## config.mk

```make
export PLATFORM = sky130hd
export DESIGN_NAME = main_controller
export DESIGN_NICKNAME = d
export VERILOG_FILES = /design/src/rtl/skel_pkg.sv /design/src/rtl/skel_center_mask.sv /design/src/rtl/main_controller.sv
export SDC_FILE = /design/constraint.sdc
export NUM_CORES = 1
export LEC_CHECK = 0
export CELL_PAD_IN_SITES_DETAIL_PLACEMENT = 1
export CELL_PAD_IN_SITES_GLOBAL_PLACEMENT = 2
export CORE_ASPECT_RATIO = 1.5
export CORE_MARGIN = 1.5
export CORE_UTILIZATION = 46
export DETAILED_ROUTE_END_ITERATION = 6
export GPL_ROUTABILITY_DRIVEN = 0
export GPL_TIMING_DRIVEN = 0
export PLACE_DENSITY = 0.79
export SLEW_MARGIN = 20
export SYNTH_ARGS = -nofsm -noshare
export SYNTH_HDL_FRONTEND = slang
export SYNTH_SLANG_ARGS = --single-unit
```

## constraint.sdc

```tcl
create_clock -name clk -period 8.4 [get_ports clk]
set_clock_uncertainty 0.2 [all_clocks]
set_input_delay 1.68 -clock clk [delete_from_list [all_inputs] [get_ports clk]]
set_output_delay 1.68 -clock clk [all_outputs]
set_load 0.01 [all_outputs]
```

## src/rtl/skel_pkg.sv

```systemverilog
// Shared types and helpers for the thinning engine: FSM states, 3x3 neighbour
// slot numbering and the foreground test. Optional macro: SKEL_TWO_PASS_EN.
package skel_pkg;

    typedef enum logic [2:0] {
        ST_IDLE,
        ST_LOAD,
        ST_FETCH,
        ST_EVAL,
        ST_DONE
    } state_t;

    // Window slots, in raster order of the 3x3 neighbourhood
    localparam int NB_NW    = 0;
    localparam int NB_N     = 1;
    localparam int NB_NE    = 2;
    localparam int NB_W     = 3;
    localparam int NB_C     = 4;
    localparam int NB_E     = 5;
    localparam int NB_SW    = 6;
    localparam int NB_S     = 7;
    localparam int NB_SE    = 8;
    localparam int NB_COUNT = 9;

    function automatic logic is_fg(input logic [31:0] value);
        return value != 32'd0;
    endfunction

    function automatic int nb_drow(input int idx);
        return idx / 3 - 1;
    endfunction

    function automatic int nb_dcol(input int idx);
        return idx % 3 - 1;
    endfunction

endpackage

```

## src/rtl/skel_center_mask.sv

```systemverilog
// Zhang-Suen centre-deletion decision from the 9 binarised window bits.
// pass_sel=0 applies sub-iteration 1, pass_sel=1 sub-iteration 2 (SKEL_TWO_PASS_EN).
module skel_center_mask
    import skel_pkg::*;
(
    input  logic [NB_COUNT-1:0] nb,
    input  logic                pass_sel,
    output logic                del
);

    logic [7:0] ring;
    logic [7:0] trans;
    logic [3:0] b_cnt;
    logic [3:0] a_cnt;
    logic       n, e, s, w;
    logic       cond_ok;

    // Clockwise ring starting at N; ring[7] wraps back to ring[0]
    assign ring = {nb[NB_NW], nb[NB_W], nb[NB_SW], nb[NB_S],
                   nb[NB_SE], nb[NB_E], nb[NB_NE], nb[NB_N]};

    for (genvar gi = 0; gi < 8; gi++) begin : g_trans
        assign trans[gi] = ~ring[gi] & ring[(gi + 1) % 8];
    end

    assign n = nb[NB_N];
    assign e = nb[NB_E];
    assign s = nb[NB_S];
    assign w = nb[NB_W];

    always_comb begin
        b_cnt = '0;
        a_cnt = '0;
        for (int i = 0; i < 8; i++) begin
            b_cnt = b_cnt + 4'(ring[i]);
            a_cnt = a_cnt + 4'(trans[i]);
        end
    end

    always_comb begin
        if (pass_sel) begin
            cond_ok = !(n & e & w) && !(n & s & w);
        end else begin
            cond_ok = !(n & e & s) && !(e & s & w);
        end
    end

    assign del = nb[NB_C] && (b_cnt >= 4'd2) && (b_cnt <= 4'd6) &&
                 (a_cnt == 4'd1) && cond_ok;

endmodule

```

## src/rtl/main_controller.sv

```systemverilog
// Binary-image thinning controller: serial load, one 10-cycle window scan per pixel,
// streamed result. Optional macro: SKEL_TWO_PASS_EN (adds the second Zhang-Suen pass).
module main_controller
    import skel_pkg::*;
#(
    parameter int N          = 8,
    parameter int pixelWidth = 8,
    parameter int bitSize    = $clog2(N * N)
) (
    input  logic                  clk,
    input  logic                  rst_n,
    input  logic                  we,
    input  logic [pixelWidth-1:0] data_in,
    output logic                  busy,
    output logic                  done,
    output logic                  out_valid,
    output logic [bitSize-1:0]    out_addr,
    output logic [pixelWidth-1:0] out_pixel
);

    localparam int                 NPIX     = N * N;
    localparam int                 RC_W     = (N > 1) ? $clog2(N) : 1;
    localparam logic [bitSize-1:0] LAST_PIX = bitSize'(NPIX - 1);

    state_t state_reg, state_next;

    logic [bitSize-1:0]    wr_addr_reg;
    logic                  phase_reg;
    logic [bitSize-1:0]    p_reg;
    logic [RC_W-1:0]       row_reg, col_reg;
    logic [3:0]            k_reg;
    logic                  rd_pend_reg, rd_in_reg;
    logic [3:0]            rd_idx_reg;
    logic [NB_COUNT-1:0]   window_reg, window_eff;
    logic [pixelWidth-1:0] centre_reg;
    logic [pixelWidth-1:0] img_rd_reg;
    logic [pixelWidth-1:0] src_pixel;
    logic                  pass_sel;

    logic                  load_cycle, wr_en, start, abort, fetching, evaluating;
    logic                  cap_fg, del;
    logic [pixelWidth-1:0] result_pixel;
    int                    nb_row, nb_col;
    logic                  nb_in;
    logic [bitSize-1:0]    nb_addr;

    logic [pixelWidth-1:0] img_ram [NPIX];

    assign load_cycle = we && (state_reg == ST_IDLE || state_reg == ST_LOAD || state_reg == ST_DONE);
    assign wr_en      = load_cycle && !phase_reg;
    assign start      = (state_reg == ST_LOAD) && !we;
    assign abort      = (state_reg == ST_FETCH || state_reg == ST_EVAL) && we;
    assign fetching   = (state_reg == ST_FETCH) && !we;
    assign evaluating = (state_reg == ST_EVAL) && !we;

    // Neighbour address for fetch slot k; off-image slots are flagged, not read
    always_comb begin
        nb_row  = int'(row_reg) + nb_drow(int'(k_reg));
        nb_col  = int'(col_reg) + nb_dcol(int'(k_reg));
        nb_in   = (nb_row >= 0) && (nb_row < N) && (nb_col >= 0) && (nb_col < N);
        nb_addr = '0;
        if (nb_in) begin
            nb_addr = bitSize'(nb_row * N + nb_col);
        end
    end

    always_ff @(posedge clk) begin
        if (wr_en) begin
            img_ram[wr_addr_reg] <= data_in;
        end
        img_rd_reg <= img_ram[nb_addr];
    end

`ifdef SKEL_TWO_PASS_EN
    logic                  pass_reg;
    logic [pixelWidth-1:0] res_rd_reg;
    logic [pixelWidth-1:0] res_ram [NPIX];

    // Pass 1 results land here so pass 2 never sees a partly thinned source
    always_ff @(posedge clk) begin
        if (evaluating && !pass_reg) begin
            res_ram[p_reg] <= result_pixel;
        end
        res_rd_reg <= res_ram[nb_addr];
    end

    always_ff @(posedge clk or negedge rst_n) begin
        if (!rst_n) begin
            pass_reg <= 1'b0;
        end else if (start || abort) begin
            pass_reg <= 1'b0;
        end else if (evaluating && p_reg == LAST_PIX) begin
            pass_reg <= 1'b1;
        end
    end

    assign src_pixel = pass_reg ? res_rd_reg : img_rd_reg;
    assign pass_sel  = pass_reg;
`else
    assign src_pixel = img_rd_reg;
    assign pass_sel  = 1'b0;
`endif

    assign cap_fg = rd_in_reg & is_fg(32'(src_pixel));

    // The last neighbour (SE) arrives during EVAL, so merge it combinationally
    always_comb begin
        window_eff = window_reg;
        if (rd_pend_reg) begin
            window_eff[rd_idx_reg] = cap_fg;
        end
    end

    skel_center_mask u_mask (
        .nb       (window_eff),
        .pass_sel (pass_sel),
        .del      (del)
    );

    assign result_pixel = del ? '0 : centre_reg;

    always_ff @(posedge clk or negedge rst_n) begin
        if (!rst_n) begin
            state_reg <= ST_IDLE;
        end else begin
            state_reg <= state_next;
        end
    end

    always_comb begin
        state_next = state_reg;
        case (state_reg)
            ST_IDLE, ST_DONE: if (we) state_next = ST_LOAD;
            ST_LOAD:          if (!we) state_next = ST_FETCH;
            ST_FETCH: begin
                if (we) state_next = ST_LOAD;
                else if (k_reg == 4'(NB_SE)) state_next = ST_EVAL;
            end
            ST_EVAL: begin
                if (we) state_next = ST_LOAD;
                else if (p_reg != LAST_PIX) state_next = ST_FETCH;
`ifdef SKEL_TWO_PASS_EN
                else state_next = pass_reg ? ST_DONE : ST_FETCH;
`else
                else state_next = ST_DONE;
`endif
            end
            default: state_next = ST_IDLE;
        endcase
    end

    always_ff @(posedge clk or negedge rst_n) begin
        if (!rst_n) begin
            wr_addr_reg <= '0;
            phase_reg   <= 1'b0;
            p_reg       <= '0;
            row_reg     <= '0;
            col_reg     <= '0;
            k_reg       <= '0;
            rd_pend_reg <= 1'b0;
            rd_in_reg   <= 1'b0;
            rd_idx_reg  <= '0;
            window_reg  <= '0;
            centre_reg  <= '0;
        end else begin
            rd_pend_reg <= fetching;
            rd_in_reg   <= nb_in;
            rd_idx_reg  <= k_reg;
            if (rd_pend_reg) begin
                window_reg[rd_idx_reg] <= cap_fg;
                if (rd_idx_reg == 4'(NB_C)) begin
                    centre_reg <= src_pixel;
                end
            end

            if (load_cycle) begin
                phase_reg <= ~phase_reg;
            end
            if (wr_en) begin
                wr_addr_reg <= (wr_addr_reg == LAST_PIX) ? '0 : wr_addr_reg + 1'b1;
            end

            if (start || abort) begin
                wr_addr_reg <= '0;
                phase_reg   <= 1'b0;
                p_reg       <= '0;
                row_reg     <= '0;
                col_reg     <= '0;
                k_reg       <= '0;
            end else if (fetching) begin
                k_reg <= (k_reg == 4'(NB_SE)) ? 4'd0 : k_reg + 4'd1;
            end else if (evaluating) begin
                k_reg <= '0;
                if (p_reg == LAST_PIX) begin
                    p_reg   <= '0;
                    row_reg <= '0;
                    col_reg <= '0;
                end else begin
                    p_reg <= p_reg + 1'b1;
                    if (col_reg == RC_W'(N - 1)) begin
                        col_reg <= '0;
                        row_reg <= row_reg + 1'b1;
                    end else begin
                        col_reg <= col_reg + 1'b1;
                    end
                end
            end
        end
    end

    always_comb begin
        busy      = 1'b0;
        done      = 1'b0;
        out_valid = 1'b0;
        out_addr  = '0;
        out_pixel = '0;
        case (state_reg)
            ST_FETCH: busy = 1'b1;
            ST_EVAL: begin
                busy = 1'b1;
`ifdef SKEL_TWO_PASS_EN
                out_valid = !we && pass_reg;
`else
                out_valid = !we;
`endif
                if (out_valid) begin
                    out_addr  = p_reg;
                    out_pixel = result_pixel;
                end
            end
            ST_DONE: done = 1'b1;
            default: ;
        endcase
    end

endmodule

```

==> metrics.txt <==
status=finished, final reports clean; NumNets Final=2088; syn nets=2000; diode count=0; # fillers=5639; worst r2r src=k_reg[2]; first-pass GRT wire length=119 mm; crit path launch type=register; CTS buffer count=54; clock latency on the worst-skew pair=roughly 0.61 ns; leak pwr=a little over 10 nW; WS Path Type=register to register; Die H=296 um; Final min period=8.09 ns; design area=0.0298 mm^2; RSZ-0062 raised after global routing=no; VDD IR max=about 0.22 mV; vias in the first global route=18166; Worst-Margin Slew=1.06 ns; endpoints failing hold=0; Hold Path Class=register to register; final core occ=0.525; Synth top area share=0.583; Root Buffer=clkbuf_16; multi-input logic area=0.00911 mm^2; Largest register FFs=512; # port buffers=26; sequential cell area fraction in the yosys report=0.636; DPL Wire Length=57.4 mm; Clock transition at path regs=about 0.070 ns; pwr/cell area=336 mW/mm^2; Setup Viol. Count Final=0; Main synth FF type=edfxtp_1; number of max-slew violations in the final report=0; DRT Pass-1 Iters=5; Post-route DRC=0; share of cells above drive strength 1=0.165; Fmax=124 MHz; pin count of the biggest net entering global routing=65; Post-CTS Hold Buffers=0; DR vias=17247; final wirelength=between 80 and 90 mm; TritonCTS clock tree=done; Worst slew margin=0.293; Max-Cap Viols=0; GRT overflow=0; die area=0.0588 mm^2; worst hold margin=about 0.21 ns; crit-path max FO=10; CP arrival=8.33 ns; Initial Utilization=0.464; YS warnings=0; CTS Sinks=569; Worst Hold Launch=k_reg[3]; core area=0.0568 mm^2; crit path launch=k_reg[2]; row cnt=107; Synth area leader=edfxtp_1; Synth Instances=roughly 1900; Synth area leaders=edfxtp_1, mux4_2, dfrtp_1, mux2_2, ha_1; final worst path period share=0.963; WP data required=between 8 and 9 ns; CTS max path bufs=3; Worst setup EP type=register; synthesized area per cell=13.7 um^2; gr usage total=0.279; Mapped Area=~0.026 mm^2; Vias/cell=6.12; fraction of registers with async set/reset=0.0861; DRT iter0 DRCs=1116; DR WL/cell=28.5 um; register area=roughly 0.017 mm^2; Die X-Extent=198 um; io pins=28; Seq cells post-synth=569; post-synthesis cell type count=85; post-route ant nets=0; Area Growth Syn to Fin=13.0%; initial antenna violation count=0; Pwr Total=0.0100 W; Clock H-tree levels=2; Post-synth EDFFs=512; placed instance area=0.0277 mm^2
-- synthesized netlist by cell type (all sizes together), types with 7 or more instances --
library cell    n
a2111oi        11
a211oi          7
a21o           14
a21oi          91
a221oi          7
a31oi          15
a41oi          12
and2           27
and3           12
buf            34
clkbuf         75
dfrtp          49
dfxtp           8
edfxtp        512
fa             11
ha             57
inv            75
mux2           66
mux2i          32
mux4           60
nand2         133
nand2b         20
nand3          51
nand4          17
nor2          149
nor2b          10
nor3           41
nor4            7
o2111ai        27
o211ai         12
o21ai          89
o221a          13
o221ai         22
o22a            7
o22ai           7
o311a           7
o31ai          11
or2             8
or3            16
xnor2           9
xor2           17
-- per-stage QoR --
| step | setup WS, ns | instances | setup TNS [ns] |
|---|---|---|---|
| floorplan | 1.55 | 1921 | 0 |
| global placement | -1.32 | 2710 | -9.27 |
| detailed placement | -1.21 | 2716 | -8.22 |
| CTS | 0.0317 | 2820 | 0 |
| global route | 0.0175 | 2818 | 0 |
| finish | 0.310 | 2818 | 0 |
-- report_power, final --
part | internal [W] | leakage [nW] | switching, W
Sequential | 0.00311 | 5.34 | 0.0000266
Clock | 0.00144 | 0.880 | 0.00110
Combinational | 0.00140 | 3.93 | 0.00293
Total | 0.00596 | 10.1 | 0.00406
-- cells by family (layout without fill, tap and decap cells) --
family / count (synthesis) / count (layout) / share of synthesized area
AND/OR/NAND/NOR: 518 / 518 / 0.0951
XOR/XNOR: 26 / 26 / 0.00864
flip-flops: 569 / 569 / 0.636
buffers and inverters: 185 / 319 / 0.0273
AO/OA/AOI/OAI: 397 / 397 / 0.106
multiplexers: 158 / 158 / 0.0916
adder cells (fa/ha/maj): 68 / 68 / 0.0354
-- critical path, stage by stage (launching register included) --
cell and delay (ns):
dfrtp_1 0.45, clkbuf_4 0.24, clkbuf_1 0.11, ha_1 0.35, nand2b_1 0.23, a32oi_4 0.34
xnor2_2 0.17, ha_1 0.31, nor3_2 0.30, nand3_1 0.21, inv_2 0.16, mux2i_1 0.20
ha_1 0.24, inv_1 0.05, ha_1 0.19, inv_1 0.07, fa_1 0.49, clkbuf_1 0.50
clkdlybuf4s15_1 0.78, clkbuf_1 0.67, clkbuf_2 0.48, o211ai_1 0.17, a31oi_1 0.25, a21oi_2 0.12
o2111ai_1 0.47, nor3_2 0.14
-- cell usage in the layout (no fill, tap or decap), drive strengths merged, types with 14 or more instances in the layout --
master,count
o2111ai,27
mux2,66
clkinv,21
or3,16
a21oi,91
nand4,17
mux2i,32
xor2,17
and2,27
nor3,41
clkdlybuf4s50,17
nand2,133
clkbuf,135
a21o,14
edfxtp,512
mux4,60
nand3,51
ha,57
inv,78
nor2,149
nand2b,20
o221ai,22
o21ai,89
dfrtp,49
a31oi,15
buf,50
-- final timing paths --
path	endpoint	slack (ns)	depth (start not counted)
max reg2reg	img_rd_reg[3]	0.31	25
min in group asynchronous	p_reg[2]	0.90	1
min	rd_idx_reg[3]	0.21	0
min reg2reg	rd_idx_reg[3]	0.21	0
max in group asynchronous	rd_in_reg	6.58	1
max	img_rd_reg[3]	0.31	25
-- what timing repair did --
item	4_1_cts	5_1_grt
pin swaps	1	3
endpoints found under the hold margin	0	0
gates resized for setup	48	27
setup buffers	2	1
endpoints found under the setup margin	17	16
-- final cells by class --
class                           count  share of cell area
Buffer                            106              0.0156
Clock buffer                       63              0.0465
Clock inverter                     39              0.0153
Sequential cell                   569               0.563
Tap cell                          763              0.0320
Multi-Input combinational cell   1167               0.306
Timing Repair Buffer               35              0.0124
Inverter                           76             0.00958
-- routing by layer --
metal | global-route usage | part of all wire
met1 | 0.323 | 0.37
met2 | 0.500 | 0.52
met3 | 0.0280 | 0.040
met4 | 0.165 | 0.066
met5 | 0 | 0
(Power assumes the default switching activity.)
